## config.mk

```make
export PLATFORM = sky130hd
export DESIGN_NAME = fasta_rom_arbiter
export DESIGN_NICKNAME = d
export VERILOG_FILES = /design/src/rtl/fasta_pkg.sv /design/src/rtl/rd_tag_pipe.sv /design/src/rtl/fasta_rom_arbiter.sv
export SDC_FILE = /design/constraint.sdc
export NUM_CORES = 1
export LEC_CHECK = 0
export ABC_AREA = 1
export CAP_MARGIN = 15
export CORE_MARGIN = 2
export CORE_UTILIZATION = 40
export DETAILED_ROUTE_END_ITERATION = 7
export PLACE_DENSITY = 0.87
export SLEW_MARGIN = 20
export SYNTH_ARGS = -nofsm -noshare
export SYNTH_HDL_FRONTEND = slang
export SYNTH_SLANG_ARGS = --single-unit
```

## constraint.sdc

```tcl
create_clock -name clk -period 4.99 [get_ports clk]
set_clock_uncertainty 0.05 [all_clocks]
set_input_delay 0.998 -clock clk [delete_from_list [all_inputs] [get_ports clk]]
set_output_delay 0.998 -clock clk [all_outputs]
set_load 0.02 [all_outputs]
```

## src/rtl/fasta_pkg.sv

```systemverilog
// Shared types and defaults for the FASTA ROM arbiter: data widths, arbiter
// state encoding and requester port identifiers.
package fasta_pkg;

    localparam int DEF_ADDR_WIDTH = 16;
    localparam int DEF_DATA_WIDTH = 8;

    localparam logic PORT0 = 1'b0;   // fasta_to_sam_fsm converter
    localparam logic PORT1 = 1'b1;   // header/debug reader

    typedef enum logic [1:0] {
        IDLE = 2'd0,
        OWN0 = 2'd1,
        OWN1 = 2'd2
    } arb_state_t;

    function automatic arb_state_t own_state(input logic id);
        return (id == PORT1) ? OWN1 : OWN0;
    endfunction

endpackage

```

## src/rtl/rd_tag_pipe.sv

```systemverilog
// Delay line carrying (valid, requester id) alongside each ROM read so the
// returning byte can be routed back to the port that issued it.
module rd_tag_pipe #(
    parameter int DEPTH = 1
) (
    input  logic clk,
    input  logic rst_n,
    input  logic i_valid,
    input  logic i_id,
    output logic o_valid,
    output logic o_id
);

    logic [DEPTH-1:0] r_valid;
    logic [DEPTH-1:0] r_id;

    // NOTE: clearing the valid bits on reset is what discards reads still in flight.
    always_ff @(posedge clk or negedge rst_n) begin
        if (!rst_n) begin
            r_valid <= '0;
            r_id    <= '0;
        end else begin
            r_valid[0] <= i_valid;
            r_id[0]    <= i_id;
            for (int i = 1; i < DEPTH; i++) begin
                r_valid[i] <= r_valid[i-1];
                r_id[i]    <= r_id[i-1];
            end
        end
    end

    assign o_valid = r_valid[DEPTH-1];
    assign o_id    = r_id[DEPTH-1];

endmodule

```

## src/rtl/fasta_rom_arbiter.sv

```systemverilog
// Round-robin, burst-locking arbiter sharing the single-port FASTA source ROM
// between the converter (port 0) and the header/debug reader (port 1).
module fasta_rom_arbiter
    import fasta_pkg::*;
#(
    parameter int ADDR_WIDTH  = DEF_ADDR_WIDTH,
    parameter int DATA_WIDTH  = DEF_DATA_WIDTH,
    parameter int ROM_LATENCY = 1,
    parameter int MAX_BURST   = 16
) (
    input  logic                  clk,
    input  logic                  rst_n,
    input  logic                  req0,
    input  logic [ADDR_WIDTH-1:0] addr0,
    input  logic                  last0,
    output logic                  gnt0,
    output logic                  rvalid0,
    output logic [DATA_WIDTH-1:0] rdata0,
    input  logic                  req1,
    input  logic [ADDR_WIDTH-1:0] addr1,
    input  logic                  last1,
    output logic                  gnt1,
    output logic                  rvalid1,
    output logic [DATA_WIDTH-1:0] rdata1,
    output logic                  rom_ena,
    output logic [ADDR_WIDTH-1:0] rom_addr,
    input  logic [DATA_WIDTH-1:0] rom_data
);

    localparam int CNT_W = (MAX_BURST > 1) ? $clog2(MAX_BURST) : 1;
    localparam logic [CNT_W-1:0] CNT_MAX = CNT_W'(MAX_BURST - 1);

    arb_state_t       r_state;
    logic             r_gnt0, r_gnt1;
    logic             r_rr;
    logic [CNT_W-1:0] r_burst_cnt;
    logic             r_rvalid0, r_rvalid1;
    logic [DATA_WIDTH-1:0] r_rdata0, r_rdata1;

    logic [1:0] w_req;
    logic       w_owner, w_own_req, w_own_last, w_oth_req;
    logic       w_cnt_full, w_release, w_pick;
    logic       w_tag_valid, w_tag_id;

    assign w_req      = {req1, req0};
    assign w_owner    = r_gnt1;
    assign w_own_req  = w_req[w_owner];
    assign w_own_last = r_gnt1 ? last1 : last0;
    assign w_oth_req  = w_req[~w_owner];
    assign w_cnt_full = (r_burst_cnt == CNT_MAX);
    // A forced release only happens on a cycle that actually issued a read.
    assign w_release  = !w_own_req || w_own_last || (w_cnt_full && w_oth_req);
    assign w_pick     = w_req[~r_rr] ? ~r_rr : r_rr;

    assign rom_ena  = (r_gnt0 & req0) | (r_gnt1 & req1);
    assign rom_addr = r_gnt0 ? addr0 : (r_gnt1 ? addr1 : '0);

    always_ff @(posedge clk or negedge rst_n) begin
        if (!rst_n) begin
            r_state     <= IDLE;
            r_gnt0      <= 1'b0;
            r_gnt1      <= 1'b0;
            r_rr        <= PORT1;   // last owner = port 1, so port 0 is favoured next
            r_burst_cnt <= '0;
        end else begin
            case (r_state)
                IDLE: begin
                    if (req0 || req1) begin
                        r_state <= own_state(w_pick);
                        r_gnt0  <= ~w_pick;
                        r_gnt1  <= w_pick;
                    end
                end
                OWN0, OWN1: begin
                    if (w_release) begin
                        r_rr        <= w_owner;
                        r_burst_cnt <= '0;
                        if (w_oth_req) begin
                            r_state <= own_state(~w_owner);
                            r_gnt0  <= w_owner;
                            r_gnt1  <= ~w_owner;
                        end else begin
                            r_state <= IDLE;
                            r_gnt0  <= 1'b0;
                            r_gnt1  <= 1'b0;
                        end
                    end else if (w_own_req && !w_cnt_full) begin
                        r_burst_cnt <= r_burst_cnt + 1'b1;
                    end
                end
                default: begin
                    r_state <= IDLE;
                    r_gnt0  <= 1'b0;
                    r_gnt1  <= 1'b0;
                end
            endcase
        end
    end

    rd_tag_pipe #(.DEPTH(ROM_LATENCY)) u_tag_pipe (
        .clk     (clk),
        .rst_n   (rst_n),
        .i_valid (rom_ena),
        .i_id    (r_gnt1),
        .o_valid (w_tag_valid),
        .o_id    (w_tag_id)
    );

    // The tag leaves the pipe in the same cycle the ROM presents the byte.
    always_ff @(posedge clk or negedge rst_n) begin
        if (!rst_n) begin
            r_rvalid0 <= 1'b0;
            r_rvalid1 <= 1'b0;
            r_rdata0  <= '0;
            r_rdata1  <= '0;
        end else begin
            r_rvalid0 <= w_tag_valid & ~w_tag_id;
            r_rvalid1 <= w_tag_valid & w_tag_id;
            if (w_tag_valid && !w_tag_id) r_rdata0 <= rom_data;
            if (w_tag_valid && w_tag_id)  r_rdata1 <= rom_data;
        end
    end

    assign gnt0    = r_gnt0;
    assign gnt1    = r_gnt1;
    assign rvalid0 = r_rvalid0;
    assign rvalid1 = r_rvalid1;
    assign rdata0  = r_rdata0;
    assign rdata1  = r_rdata1;

endmodule

```

# [Yosys cells after proc, flatten, opt, wreduce, memory -nomap -nowiden]
# Index checks and enable logic that the tools add are counted.
[word_totals] reg_bits=29 inputBits=46 out_inout_bits=37 word_cells=71
[classes] add_sub_neg=1 order_cmp=3 n_eq_ne=5 n_mux=26 n_bitwise=9 reduce_logical=16
[op_table] cell="two-way mux 16 bit" count=2
[op_table] cell="two-way mux 1 bit" count=14
[op_table] cell="two-way mux 2 bit" count=5
[op_table] cell="two-way mux 4 bit" count=2
[op_table] cell="< comparator 1 x 2 -> 1 bit (second input constant)" count=3
[op_table] cell="AND reduction 2 bit" count=3
[op_table] cell="adder 4 x 1 -> 4 bit (second input constant)" count=1
[op_table] cell="AND 1 bit" count=4
[op_table] cell="equality test 4 bit (second input constant)" count=1
[op_table] cell="logical AND 1 bit" count=4
[op_table] cell="inequality test 2 bit (second input constant)" count=2
[op_table] cell="inverter 1 bit" count=4
[op_table] cell="case mux 1 bit (2 select lines)" count=2
[op_table] cell="case mux 2 bit (2 select lines)" count=1
[op_table] cell="logical NOT 1 bit" count=3
[op_table] cell="logical OR 1 bit" count=3
[op_table] cell="equality test 2 x 1 -> 1 bit (second input constant)" count=1
[op_table] cell="equality test 2 bit (second input constant)" count=1
[op_table] cell="logical NOT 2 bit" count=1
[op_table] cell="nonzero test 2 bit" count=1
[op_table] cell="OR reduction 2 bit" count=1
[op_table] cell="OR 1 bit" count=1

# [Depth between registers and ports, before layout]
# Gate-level depths: netlist (run 1).
[depth] word_depth=7 depth_mapped=8 depth_no_buf=8

# [By module]
# A second synthesis (run 1) with hierarchy kept.
[unflattened] cells_unflattened=192 area_unflattened_um2=1466.4
[by_module_without_submodules] module="fasta_rom_arbiter" n_inst=1 cells_each=190 area_per_inst_um2=1416.4 seq_area_each_um2=626.9
[by_module_without_submodules] module="rd_tag_pipe" n_inst=1 cells_each=2 area_per_inst_um2=50.0 seq_area_each_um2=50.0

# [Least setup slack after synthesis (run 1)]
# No wires, ideal clock.
[synth_timing] path_type="input -> output" from="in req0" to="out rom_ena" arrival_time_ps=1570 required_time_ps=3942 slack_ps=2372 path_stages=2 path_buffers=0 cell_sequence="inv_1 > o21ai_0"
[synth_between] elab_chain_len=2
[synth_rtl] element="from (decl)" line_no="fasta_rom_arbiter.sv:13" source="input logic req0,"
[synth_rtl] element="AND 1 bit" line_no="fasta_rom_arbiter.sv:55" source="assign rom_ena = (r_gnt0 & req0) | (r_gnt1 & req1);"
[synth_rtl] element="OR 1 bit" line_no="fasta_rom_arbiter.sv:55"
[synth_rtl] element="to (decl)" line_no="fasta_rom_arbiter.sv:25" source="output logic rom_ena,"
# No other way between the ends.

==> results of run 1 <==
==> synth_stat cells (all sizes together) <==
cell type,n
inv,19
a21oi,2
nand2,77
nand3,29
o21ai,19
nor2,5
clkbuf,2
dfrtp,26
buf,5
clkinv,1
ha,3
nand4,1
dfstp,1
xor2,2
==> flip-flops by register name, indices dropped and copies added (netlist names) <==
signal / count
rvalid1: 1
r_burst_cnt: 4
rdata1: 8
rdata0: 8
r_rr: 1
rvalid0: 1
u_tag_pipe.o_valid: 1
r_state: 2
u_tag_pipe.o_id: 1
==> report_power, final <==
group	switching (mW)	internal (mW)
clock network	0.0566	0.0312
registers	0.0885	0.311
logic	0.431	0.360
==> critical path, cell delays in order (launching register included) <==
cell             delay [ps]
dfrtp_1                 730
clkinv_1                580
o21ai_0                 370
clkdlybuf4s50_1         670
==> worst paths after layout <==
kind,startpoint,to,slack [ps],cells after the start
worst max-delay path,r_state[0]$_DFFE_PN0P_,rom_ena,1280,3
worst min-delay path,u_tag_pipe.o_id$_DFF_PN0_,rvalid0$_DFF_PN0_,400,1
worst max register to register,r_state[0]$_DFFE_PN0P_,r_burst_cnt[2]$_DFFE_PN0P_,2470,6
worst min register to register,u_tag_pipe.o_id$_DFF_PN0_,rvalid0$_DFF_PN0_,400,1
max in group asynchronous,rst_n,r_rr$_DFFE_PN1P_,3910,1
min in group asynchronous,rst_n,rdata0[4]$_DFFE_PN0P_,610,1
==> layer usage <==
layer	wire, um	share of wire, %	track usage (%)	vias up
li1	-	-	-	770
met1	1430	41	21.0	656
met2	1690	49	33.3	66
met3	323	9.3	4.34	4
met4	33	0.95	4.26	0
met5	0	0	0	-
==> through the flow <==
step / hold slack, ps / util (%) / setup WS, ps / instances
after floorplan: 362 / - / 2370 / 192
after global placement: 369 / 67.5 / 1420 / 313
after detailed placement: 380 / 67.4 / 1410 / 313
after CTS: 399 / 68.2 / 1180 / 317
after global routing: 445 / 68.2 / 975 / 317
final: 397 / 68.2 / 1280 / 317
==> cell type report <==
class / count / area [um^2] / area share, %
sequential: 27 / 677 / 29.1
timing repair buffer: 82 / 816 / 35.0
multi-input combinational: 138 / 677 / 29.1
tap: 46 / 57.6 / 2.47
clock buffer: 4 / 26.3 / 1.13
inverter: 20 / 75.1 / 3.22
==> cell families (layout without fill, tap and decap cells) <==
group,after synthesis,in the layout
AOI/OAI and AO/OA,21,21
DFF,27,27
and+or+nand+nor,112,112
adders and majority gates,3,3
buffers and inverters,27,106
xor gates and xnor gates,2,2
==> flow_summary.yaml, run 1 <==
routing:
  wl_per_cell_um: 11.0
  drt_wl_total_um: 3480
  drcViolationCount: 0
  vias_per_cell: 4.72
  dr.pass1.iters: 6
  vias: 1496
  ant_nets: 0
  drt_iter0_drc: 54
logic_synthesis:
  ys_types: 24
  synth_xor_area_share_pct: 1.19
  syn_nets: 241
  synth_top_area_share_pct: 44.4
  yosysSeqAreaShare_pct: 46.2
  synth-seq-cells: 27
  synth_fa_ha_area_share_pct: 2.56
  yosys.area.top_type: "dfrtp_1"
  synth_top_family_by_area: "simple AND/OR/NAND/NOR gates"
  synth_compound_area_share_pct: 7.42
  synth_area_per_cell_um2: 7.64
  ys_top_cells_by_area: "dfrtp_1 44%, nand2_1 19%, nand3_1 9.6%"
  yosysWarningCount: 0
  syn-cell-area_um2: 1470
  muxShareOfSynthArea_pct: 0
  synthCells: 192
  yosys.area_share.simple_pct: 35.0
grt:
  grt_use_total_pct: 18.0
  antenna_found_initial: 0
  grt_pass1_wl_um: 6110
  grt_pass1_vias: 1486
  grt_overflow_total: 0
  grt_start_max_net_pins: 28
setup_path:
  cp-end-kind: "output pin"
  crit_fanout: 20
  worstPathRequired_ps: 3940
  startpoint_type: "flip-flop"
  critical_path_class: "flip-flop to output pin"
  worst_ep_arrival_time_ps: 2670
sta:
  final.min_clock_period_ps: 3710
  period_share_pct: 74.4
  fin_tns_setup_ps: 0
  rsz0062_at_grt: "false"
  final_max_slew_viol_count: 0
  setup_violations: 0
  fmax_mhz: 269
  slew_headroom_pct: 43.8
  hold_violations: 0
  tightest_slew_ps: 843
flow_run:
  cap_violations: 0
clocking:
  cts-buffers-inserted: 3
  root_buffer: "clkbuf_4"
  cts.sinks: 27
  cts_hold_buf: 0
  cts_resized: 0
  cts_tree: "built"
  postCtsSetupBuffers: 0
  ctsHtreeMaxLevel: 1
  clk_latency_ps: 310
  cts_buffer_depth: 2
  clk_pin_slew_ps: 130
cells_and_area:
  fillers: 295
  layout-drive-gt1-share_pct: 5.54
  final_cell_area_um2: 2330
  area_delta_synth_final_pct: 58.8
  final_cell_mix: "81 x clkdlybuf4s50_1, 73 x nand2_1, 28 x nand3_1"
  diodes: 0
  final_nets: 321
  final_common_cell: "clkdlybuf4s50_1"
floorplan:
  dieArea_um2: 4170
  die_y_um: 64.5
  die_w_um: 64.5
  pin_count: 83
  num_rows: 21
  initial_utilization_pct: 42.9
  core_area_um2: 3420
pwr:
  p_leak_nw: 1.14
  ir_worst_vdd_uv: 197
  power.total_mw: 1.28
  power_density_nw_per_um2: 549
placement:
  gp_congestion: 0.785
  dpl_cell_area_um2: 2300
  hpwlAfterDp_um: 2760
  io_buffer_count: 82
worst_hold_path:
  worst_hold_path_type: "flip-flop to flip-flop"
outcome:
  run_status: "finished clean"
Note: power is estimated with default switching activity, not from simulation.
==> run 2, diff against run 1 <==
--- a/config.mk
+++ b/config.mk
@@ -8,9 +8,9 @@
 export ABC_AREA = 1
 export CAP_MARGIN = 15
 export CORE_MARGIN = 2
-export CORE_UTILIZATION = 40
+export CORE_UTILIZATION = 38
 export DETAILED_ROUTE_END_ITERATION = 7
-export PLACE_DENSITY = 0.87
+export PLACE_DENSITY = 0.84
 export SLEW_MARGIN = 20
 export SYNTH_ARGS = -nofsm -noshare
 export SYNTH_HDL_FRONTEND = slang
==> constraint.sdc (replaced) <==
create_clock -name clk -period 3.8 [get_ports clk]
set_clock_uncertainty 0.05 [all_clocks]
set_input_delay 0.76 -clock clk [delete_from_list [all_inputs] [get_ports clk]]
set_output_delay 0.76 -clock clk [all_outputs]
set_load 0.02 [all_outputs]
==> flow_summary.yaml, run 2 (synthesis gave the netlist of run 1 again) <==
placement:
  placed_cells: 317
  io_buffer_count: 82
  dpl_worst_slack_ps: 728
  gp_congestion: 0.895
  dpl_cell_area_um2: 2320
  hpwlAfterDp_um: 2780
setup_path:
  startpoint: "req0"
  crit_fanout: 5
  cpMostUsedCell: "clkdlybuf4s50_1"
  r2r_setup_slack_ps: 1640
  crit_end: "rom_ena"
  worstPathRequired_ps: 2990
  reg2reg_depth: 7
  critical_path_class: "input port to output pin"
  timing.rr.start: "r_state[0]$_DFFE_PN0P_"
  cp_slowest_cell: "clkdlybuf4s50_1"
  path_cells: "clkdlybuf4s50_1, inv_1, o21ai_0, clkdlybuf4s50_1"
  worst_ep_arrival_time_ps: 2280
  startpoint_type: "input port"
  crit_path_max_incr_delay_ps: 650
  cp-end-kind: "output pin"
  r2r-end: "r_burst_cnt[1]$_DFFE_PN0P_"
pwr:
  ir_worst_vdd_uv: 418
  power_density_nw_per_um2: 737
  p_leak_nw: 1.16
  power.total_mw: 1.75
grt:
  antenna_found_initial: 0
  grt_start_max_net_pins: 28
  grt_pass1_wl_um: 6070
  grt_overflow_total: 0
  grt_pass1_vias: 1475
  grt_use_total_pct: 17.9
flow_run:
  cap_violations: 0
cells_and_area:
  regArea_um2: 677
  final_cell_mix: "82 x clkdlybuf4s50_1, 73 x nand2_1, 28 x nand3_1"
  finalCoreUtilization_pct: 64.4
  layout-drive-gt1-share_pct: 6.23
  diodes: 0
  final_cells: 321
  final_nets: 323
  multi_input_area_um2: 677
  final_cell_area_um2: 2370
  area_delta_synth_final_pct: 61.9
  final_common_cell: "clkdlybuf4s50_1"
  fillers: 322
sta:
  setup_violations: 0
  hold_violations: 0
  setup_ws_ps: 714
  final_max_slew_viol_count: 0
  slew_headroom_pct: 42.1
  tightest_slew_ps: 868
  rsz0062_at_grt: "false"
  fin_tns_setup_ps: 0
  final.min_clock_period_ps: 3090
  period_share_pct: 81.2
  fmax_mhz: 324
  whs_ps: 391
clocking:
  clk_pin_slew_ps: 100
  cts_tree: "built"
  cts_hold_buf: 0
  root_buffer: "clkbuf_8"
  cts.sinks: 27
  cts_buffer_depth: 2
  postCtsSetupBuffers: 0
  clk_latency_ps: 270
  cts_resized: 0
  ctsHtreeMaxLevel: 1
  cts-buffers-inserted: 3
floorplan:
  pin_count: 83
  die_w_um: 66.1
  die_y_um: 66.1
  dieArea_um2: 4370
  core_area_um2: 3690
  num_rows: 22
  initial_utilization_pct: 39.8
worst_hold_path:
  worst_hold_path_type: "flip-flop to flip-flop"
routing:
  drcViolationCount: 0
  drt_wl_total_um: 3550
  vias: 1506
  ant_nets: 0
  wl_per_cell_um: 11.0
  drt_iter0_drc: 60
  dr.pass1.iters: 4
  vias_per_cell: 4.69
outcome:
  run_status: "finished clean"
==> run 2: changes by cell type in the layout (fill, tap and decap cells not counted) <==
cell             before  now
inv_6                 0    1
buf_4                 0    2
clkbuf_8              0    3
clkdlybuf4s50_1      81   82
clkbuf_1              1    0
buf_2                 1    0
clkbuf_4              3    0
==> run 2: how the worst min path moves through the flow <==
| stage | startpoint | to | cells past startpoint |
|---|---|---|---|
| after floorplan | u_tag_pipe.o_id$_DFF_PN0_ | rvalid0$_DFF_PN0_ | 1 |
| after CTS | u_tag_pipe.o_id$_DFF_PN0_ | rvalid0$_DFF_PN0_ | 1 |
| final | u_tag_pipe.o_id$_DFF_PN0_ | rvalid0$_DFF_PN0_ | 1 |
| after global routing | u_tag_pipe.o_id$_DFF_PN0_ | rvalid0$_DFF_PN0_ | 1 |
| after detailed placement | u_tag_pipe.o_id$_DFF_PN0_ | rvalid0$_DFF_PN0_ | 1 |
| after global placement | u_tag_pipe.o_id$_DFF_PN0_ | rvalid0$_DFF_PN0_ | 1 |
==> run 2: layer usage <==
| layer | wire (um) | vias up | global-route usage (%) |
|---|---|---|---|
| li1 | - | 770 | - |
| met1 | 1510 | 665 | 21.7 |
| met2 | 1730 | 67 | 30.6 |
| met3 | 263 | 4 | 4.09 |
| met4 | 46 | 0 | 6.63 |
| met5 | 0 | - | 0 |
==> run 2: layout make-up <==
class	instances	area share, %
timing repair buffer	84	35.2
clock inverter	1	0.369
sequential	27	28.5
clock buffer	3	1.74
inverter	20	3.16
tap	48	2.53
multi-input combinational	138	28.5
==> run 2: report_power, final <==
group / internal [mW] / leakage [nW] / switching, mW
Sequential: 0.409 / 0.339 / 0.100
Clock: 0.0770 / 0.0261 / 0.0957
Combinational: 0.479 / 0.791 / 0.588
==> run 2: critical path, delay by kind of cell <==
family	cells	cell delay, ps
buffers and inverters	3	1300
AO/OA/AOI/OAI	1	220
==> run 3, diff against run 2 <==
==> constraint.sdc (replaced) <==
create_clock -name clk -period 2.84 [get_ports clk]
set_clock_uncertainty 0.05 [all_clocks]
set_input_delay 0.568 -clock clk [delete_from_list [all_inputs] [get_ports clk]]
set_output_delay 0.568 -clock clk [all_outputs]
set_load 0.02 [all_outputs]
==> flow_summary.yaml, run 3 (synthesis gave the netlist of run 1 again) <==
outcome:
  run_status: "finished clean"
setup_path:
  r2r-end: "r_burst_cnt[1]$_DFFE_PN0P_"
  path_cells: "clkdlybuf4s50_1, nand2_4, o21ai_0, clkdlybuf4s50_1"
  startpoint_type: "input port"
  crit_path_max_incr_delay_ps: 650
  r2r_setup_slack_ps: 680
  worst_ep_arrival_time_ps: 2040
  crit_end: "rom_ena"
  reg2reg_depth: 7
  critical_path_class: "input port to output pin"
  path_delay_family: "buffers and inverters"
  startpoint: "req1"
  critPathBufInv: 2
  cp_slowest_cell: "clkdlybuf4s50_1"
  timing.rr.start: "r_state[1]$_DFFE_PN0P_"
  cp.depth: 4
  crit_fanout: 5
  worstPathRequired_ps: 2220
  cpMostUsedCell: "clkdlybuf4s50_1"
  cp-end-kind: "output pin"
clocking:
  cts_resized: 0
  clk_pin_slew_ps: 80
  ctsHtreeMaxLevel: 1
  cts-buffers-inserted: 3
  root_buffer: "clkbuf_8"
  cts_hold_buf: 0
  postCtsSetupBuffers: 0
  cts.sinks: 27
  cts_buffer_depth: 2
  clk_latency_ps: 260
  cts_tree: "built"
cells_and_area:
  layout-drive-gt1-share_pct: 6.88
  diodes: 0
  final_cell_mix: "82 x clkdlybuf4s50_1, 73 x nand2_1, 28 x nand3_1"
  area_delta_synth_final_pct: 63.1
  fillers: 337
  finalCoreUtilization_pct: 64.9
  final_cell_area_um2: 2390
  final_cells: 324
  final_nets: 326
  final_common_cell: "clkdlybuf4s50_1"
routing:
  ant_nets: 0
  vias_per_cell: 4.70
  drcViolationCount: 0
  dr.pass1.iters: 4
  drt_wl_total_um: 3610
  drt_iter0_drc: 62
  wl_per_cell_um: 11.1
  vias: 1524
grt:
  grt_pass1_vias: 1463
  grt_pass1_wl_um: 5950
  grt_use_total_pct: 17.3
  grt_start_max_net_pins: 28
  grt_overflow_total: 0
  antenna_found_initial: 0
pwr:
  intPower_mw: 1.31
  power_density_nw_per_um2: 978
  clock_power_share_pct: 8.9
  seqPwrFrac_pct: 28.7
  power_frac_comb_pct: 62.4
  p_sw_mw: 1.04
  switching_share_pct: 44.2
  ir_worst_vdd_uv: 482
  p_leak_nw: 1.17
  power.total_mw: 2.34
placement:
  dpl_cell_area_um2: 2350
  gp_congestion: 0.915
  hpwlAfterDp_um: 2910
  io_buffer_count: 82
  placed_cells: 320
sta:
  fmax_mhz: 376
  slew_headroom_pct: 51.2
  final_max_slew_viol_count: 0
  period_share_pct: 93.7
  tightest_slew_ps: 731
  final.min_clock_period_ps: 2660
  rsz0062_at_grt: "false"
  setup_violations: 0
  hold_violations: 0
  fin_tns_setup_ps: 0
floorplan:
  num_rows: 22
  dieArea_um2: 4370
  pin_count: 83
  initial_utilization_pct: 39.8
  die_w_um: 66.1
  core_area_um2: 3690
  die_y_um: 66.1
flow_run:
  cap_violations: 0
worst_hold_path:
  hold-path-cell-count: 1
  worst_hold_path_type: "flip-flop to flip-flop"
-- run 3: worst min path at each step --
stage / startpoint / to / slack (ps)
after floorplan: rst_n / r_burst_cnt[0]$_DFFE_PN0P_ / 220
after global placement: u_tag_pipe.o_id$_DFF_PN0_ / rvalid0$_DFF_PN0_ / 370
after detailed placement: u_tag_pipe.o_id$_DFF_PN0_ / rvalid0$_DFF_PN0_ / 370
after CTS: u_tag_pipe.o_id$_DFF_PN0_ / rvalid0$_DFF_PN0_ / 390
after global routing: u_tag_pipe.o_id$_DFF_PN0_ / rvalid0$_DFF_PN0_ / 410
final: u_tag_pipe.o_id$_DFF_PN0_ / rvalid0$_DFF_PN0_ / 380
-- run 3: final cells by class --
type                            count  area (um^2)  area share (%)
Sequential cell                    27          677            28.3
Timing Repair Buffer               87          858            35.9
Tap cell                           48         60.1            2.51
Multi-Input combinational cell    138          677            28.3
Inverter                           20         75.1            3.14
Clock buffer                        4         45.0            1.88
-- run 3: worst register-to-register path, delay by kind of cell, from the launching register on --
kind / cells / cell delay [ps]
fa+ha+maj: 1 / 440
buf+inv: 2 / 330
flops: 1 / 820
simple gates: 3 / 290
compound gates: 1 / 170
-- run 3: power groups by stage --
stage	Combinational [mW]	Clock, mW	Sequential [mW]
after floorplan	0.678	0	0.810
after CTS	1.48	0.214	0.673
after global placement	1.44	0	0.675
final	1.46	0.208	0.672
after global routing	1.59	0.234	0.696
after detailed placement	1.47	0	0.680
-- run 3: per-layer routing --
layer / vias up / share of wire (%) / track usage [%] / wire (um)
li1: 776 / - / - / -
met5: - / 0 / 0 / 0
met4: 0 / 1.4 / 5.10 / 52
met3: 6 / 9.4 / 5.96 / 338
met2: 74 / 48 / 30.5 / 1730
met1: 668 / 41 / 19.6 / 1490
-- run 3: per-stage QoR --
stage                     hold WS, ps  worst slack, ps
final                             385              178
after global routing              411             82.4
after CTS                         387              159
after detailed placement          374              160
after global placement            373              213
after floorplan                   222              820
